$ cat config.mk
export PLATFORM = sky130hd
export DESIGN_NAME = sprite_line_reader
export DESIGN_NICKNAME = d
export VERILOG_FILES = /design/src/rtl/sprite_pkg.sv /design/src/rtl/sprite_pixel_mux.sv /design/src/rtl/sprite_line_reader.sv
export SDC_FILE = /design/constraint.sdc
export NUM_CORES = 1
export LEC_CHECK = 0
export CAP_MARGIN = 5
export CORE_AREA = 5 5 194 196
export CTS_CLUSTER_DIAMETER = 150
export CTS_CLUSTER_SIZE = 20
export DETAILED_ROUTE_END_ITERATION = 10
export DIE_AREA = 0 0 199 201
export GPL_ROUTABILITY_DRIVEN = 0
export GPL_TIMING_DRIVEN = 0
export PLACE_DENSITY = 0.74
export SLEW_MARGIN = 10
export SYNTH_ARGS = -nofsm -noshare
export SYNTH_HDL_FRONTEND = slang
export SYNTH_HIERARCHICAL = 1
export SYNTH_SLANG_ARGS = --single-unit
$ cat constraint.sdc
create_clock -name clk -period 2.7 [get_ports clk]
set_input_delay 0.54 -clock clk [delete_from_list [all_inputs] [get_ports clk]]
set_output_delay 0.54 -clock clk [all_outputs]
set_load 0.01 [all_outputs]
$ cat src/rtl/sprite_pkg.sv
// sprite_pkg: shared sizes, types and read-engine states for the sprite VRAM path
package sprite_pkg;
  localparam int SPRITE_ADDR_W  = 12;
  localparam int SPRITE_LINE_W  = 256;
  localparam int SPRITE_PIXEL_W = 8;
  localparam int SPRITE_NPIX    = SPRITE_LINE_W / SPRITE_PIXEL_W;
  typedef logic [SPRITE_PIXEL_W-1:0] sprite_pixel_t;
  typedef logic [SPRITE_LINE_W-1:0]  sprite_line_t;
  typedef enum logic [1:0] {IDLE, FETCH, STREAM} sprite_rd_state_e;
endpackage

$ cat src/rtl/sprite_pixel_mux.sv
// sprite_pixel_mux: picks pixel k of a line, MSB-first normally, LSB-first when flipped
module sprite_pixel_mux import sprite_pkg::*; #(
  parameter int LINE_W  = SPRITE_LINE_W,
  parameter int PIXEL_W = SPRITE_PIXEL_W,
  localparam int CW     = $clog2(LINE_W / PIXEL_W)
) (
  input  logic [LINE_W-1:0]  line_i,
  input  logic [CW-1:0]      cnt_i,
  input  logic               hflip_i,
  output logic [PIXEL_W-1:0] pixel_o
);
  logic [CW-1:0] idx;
  // unflipped slot k sits at byte position NPIX-1-k, which is ~k
  assign idx     = hflip_i ? cnt_i : ~cnt_i;
  assign pixel_o = line_i[int'(idx) * PIXEL_W +: PIXEL_W];
endmodule

$ cat src/rtl/sprite_line_reader.sv
// sprite_line_reader: fetches one VRAM sprite line and streams it as valid/ready pixels
module sprite_line_reader import sprite_pkg::*; #(
  parameter int ADDR_W  = SPRITE_ADDR_W,
  parameter int LINE_W  = SPRITE_LINE_W,
  parameter int PIXEL_W = SPRITE_PIXEL_W,
  parameter int NPIX    = LINE_W / PIXEL_W
) (
  input  logic               clk,
  input  logic               rst_n,
  input  logic               req_valid,
  output logic               req_ready,
  input  logic [ADDR_W-1:0]  req_addr,
  input  logic               req_hflip,
  input  logic               flush,
  output logic [ADDR_W-1:0]  read_addr,
  input  logic [LINE_W-1:0]  read_data,
  output logic               pix_valid,
  input  logic               pix_ready,
  output logic [PIXEL_W-1:0] pix_data,
  output logic               pix_last
);
  localparam int CW = $clog2(NPIX);
  localparam logic [CW-1:0] LAST = CW'(NPIX - 1);
  sprite_rd_state_e   state_q;
  logic [ADDR_W-1:0]  addr_q;
  logic               hflip_q;
  logic [LINE_W-1:0]  line_q;
  logic [CW-1:0]      cnt_q, cnt_d;
  logic [PIXEL_W-1:0] pixel;
  assign cnt_d = cnt_q + 1'b1;
  always_ff @(posedge clk or negedge rst_n) begin
    if (!rst_n) begin
      state_q <= IDLE;
      addr_q  <= '0;
      hflip_q <= 1'b0;
      line_q  <= '0;
      cnt_q   <= '0;
    end else if (flush) begin
      state_q <= IDLE;
      cnt_q   <= '0;
    end else begin
      case (state_q)
        IDLE: if (req_valid) begin
          addr_q  <= req_addr;
          hflip_q <= req_hflip;
          state_q <= FETCH;
        end
        FETCH: begin
          line_q  <= read_data;
          cnt_q   <= '0;
          state_q <= STREAM;
        end
        STREAM: if (pix_ready) begin
          cnt_q   <= cnt_d;
          state_q <= (cnt_q == LAST) ? IDLE : STREAM;
        end
        default: state_q <= IDLE;
      endcase
    end
  end
  sprite_pixel_mux #(.LINE_W(LINE_W), .PIXEL_W(PIXEL_W)) u_mux (
    .line_i (line_q),
    .cnt_i  (cnt_q),
    .hflip_i(hflip_q),
    .pixel_o(pixel)
  );
  assign req_ready = state_q == IDLE;
  assign pix_valid = state_q == STREAM;
  assign read_addr = addr_q;
  assign pix_data  = pix_valid ? pixel : '0;
  assign pix_last  = pix_valid && (cnt_q == LAST);
endmodule
==> metrics.md <==
| Metric | Value |
|---|---|
| Die area | `40000 µm²` |
| Synth Area per Inst | `14.40 µm²` |
| CP required | `2.16 ns` |
| Yosys warns | `6` |
| CTS tree | `built` |
| CTS buffer count | `17` |
| Root buf cell | `clkbuf_16` |
| Vias | `11.46k` |
| Final Hold Vio Count | `1` |
| CP max stage cell | `dfrtp_2` |
| Synthesized instance count | `1054` |
| Tightest Pin Transition | `0.8570 ns` |
| Port Buffers | `295` |
| # setup viols final | `8` |
| DR WL/cell | `27.26 µm` |
| Dpl cell area | `18780 µm²` |
| Max-slew violations | `0` |
| WL final | `51480 µm` |
| Post-synth top area share | `45.50%` |
| Predominant post-synthesis flop cell | `dfrtp_1` |
| Tot GR Track Use | `24.89%` |
| Clk Latency, worst-skew pair | `0.51 ns` |
| GRT Residual Overflow | `0` |
| Pre-CTS setup slack | `-1.253 ns` |
| Initial antenna violation count | `1` |
| Width of the die | `199 µm` |
| Min cycle time layout | `3.383 ns` |
| Top post-synthesis cells by area | `dfrtp_1 46%, mux2_2 17%, mux4_2 8.9%, mux2i_1 8.4%, a22oi_1 2.8%` |
| Failing checks | `negative hold slack, negative setup slack` |
| VDD IR max | `449.3 µV` |
| Via density | `6.069` |
| Rows | `70` |
| Final worst slack | `-0.6830 ns` |
| Dpl hpwl | `36750 µm` |
| Synth area leader | `dfrtp_1` |
| Cell area after layout | `20270 µm²` |
| Syn Std Cell Area | `15180 µm²` |
| Starting Density | `42.27%` |
| DRC Markers | `0` |
| H-tree Lvls | `1` |
| Register area share after synthesis | `45.50%` |
| Post-synth EDFFs | `0` |
| CP cell instances | `buf_12 > buf_16 > buf_12 > buf_12 > mux2i_1 > a221oi_1 > o21ai_1 > a221oi_2 > and2_4 > buf_6` |
| Hold_ws | `-0.004478 ns` |
| Critical Path Most Common Cell | `buf_12` |
| Area growth, synth to finish | `33.57%` |
| Max Buffers Root-to-Sink | `3` |
| Final Cycle Share | `125.3%` |
| Worst Skew | `0.01036 ns` |
| Vias in the first global route | `12.08k` |
| Max-Cap Viols | `0` |
| Endpoint type of the worst setup path | `output port` |
| Core footprint | `35910 µm²` |
| RSZ-0062 raised after global routing | `true` |
| Register bit total from synthesis | `276` |
| Largest stage delay on the critical path | `0.46 ns` |
| Layout Utilization | `56.46%` |
| Remaining antenna violation count | `0` |
| Global-route wire length before repair | `75740 µm` |
| Chip height | `201 µm` |
| Startpoint types | `flip-flop` |
| Crit path kind | `flip-flop to output port` |
| Layout cell share with drive strength beyond 1 | `38.27%` |
| Num ports | `297` |
| Ys async rst share | `100.0%` |
| CP bufs+invs | `5` |
| Crit path max-delay family | `compound AO/OA/AOI/OAI gates` |
| DR iter-0 viols | `1032` |
| FMAX | `295.6 MHz` |
| Layout net count | `1696` |
| Rel. slew slack | `42.75%` |
| CTS Sinks | `276` |
| Outcome | `finished with violations` |
| Commonest cells in the netlist | `276 x dfrtp_1, 232 x mux2_2, 128 x mux2i_1, 60 x mux4_2, 57 x a22oi_1` |
| Filler Cell Count | `2942` |
| DRT Pass-1 Iters | `5` |
| P per Cell Area | `634.2 nW/µm²` |
| Syn nets | `1330` |
| HP Class | `input port to asynchronous set/reset pin` |
| Leak Pwr | `7.764 nW` |
| Critical Path AT | `2.84 ns` |
| Largest net degree at the start of global routing | `109` |
| Clock slew at reported path FFs | `0.09 ns` |
| Count leader, synth | `dfrtp_1` |
| Crit-path max FO | `8` |
| Netlist cell types | `55` |
[stage by stage]
stage | power, mW | instances | setup TNS (ns) | hold WS (ns)
after floorplan | 8.373 | 1054 | 0 | 0.2444
after global placement | 9.813 | 1817 | -3026.94 | 0.4871
after detailed placement | 9.985 | 1819 | -9.201 | 0.4995
after CTS | 12.76 | 1873 | -4.878 | 0.02906
after global routing | 13.45 | 1888 | -5.609 | 0.05857
final | 12.86 | 1888 | -5.147 | -0.004478
[layout make-up]
type,instances,area [µm²],area share (%)
Inverter,3,11.26,0.05554
Clock buffer,17,425.4,2.098
Sequential cell,276,6912,34.09
Buffer,79,914.6,4.511
Timing Repair Buffer,354,3603,17.77
Multi-Input combinational cell,689,7790,38.42
Antenna cell,1,2.502,0.01234
Tap cell,468,585.6,2.888
Clock inverter,1,30.03,0.1481
[cell usage in the layout, fill, tap and decap left out, types with 9 or more instances in the layout]
cell               n
buf_8             11
clkdlybuf4s50_1  285
buf_12            13
mux2_2           232
a221oi_1          18
buf_4             60
o21ai_1           24
nand3_1           11
mux2i_1          125
mux2_1            37
a22oi_1           45
nand2_1            9
a221oi_2          20
clkbuf_16         18
buf_6             37
mux4_2            60
dfrtp_1          272
a22oi_2           12
[final timing paths]
check	start	to	slack [ns]	cells after the start
worst max-delay path	cnt_q[1]	pix_data[0]	-0.68	10
worst min-delay path	rst_n	line_q[17]	-0.004	1
min in group clk	flush	cnt_q[2]	0.35	2
worst min register to register	read_addr[11]	read_addr[11]	0.51	1
max in group asynchronous	rst_n	line_q[242]	1.31	3
worst max register to register	state_q[1]	line_q[223]	0.88	4
[registers in the layout, summed over array words and instances (netlist names)]
name       flops
cnt_q          5
line_q       256
read_addr     12
state_q        2
hflip_q        1
[power breakdown]
part           switching [mW]  internal (mW)
Sequential              0.940           5.27
Clock                    1.39           1.23
Combinational            1.64           2.38
Total                    3.98           8.88
[per-layer routing]
layer	routed length, µm	track usage, %	vias to the layer above
met5	0	0	-
met4	1794	6.986	0
met3	4713	4.515	121
met2	24660	40.81	680
met1	20310	34.08	5839
li1	-	-	4818
[timing repair]
item | CTS | global route
gates resized for setup | 150 | 40
hold endpoints to repair | 0 | 0
cloned | 6 | 1
pin swaps | 35 | 20
endpoints found under the setup margin | 10 | 11
hold buffers | 0 | 0
buffers inserted | 38 | 13
[cells by family (layout without fill, tap and decap cells)]
| family | after synthesis | in the layout | share of synthesized area [%] |
|---|---|---|---|
| buffers and inverters | 90 | 454 | 5.078 |
| other | 0 | 1 | 0 |
| AO/OA/AOI/OAI | 155 | 155 | 8.087 |
| AND/OR/NAND/NOR | 70 | 71 | 3.199 |
| multiplexers | 461 | 461 | 37.97 |
| adder cells (fa/ha/maj) | 2 | 2 | 0.1648 |
| flip-flops | 276 | 276 | 45.50 |
Note: power is estimated with default switching activity, not from simulation.
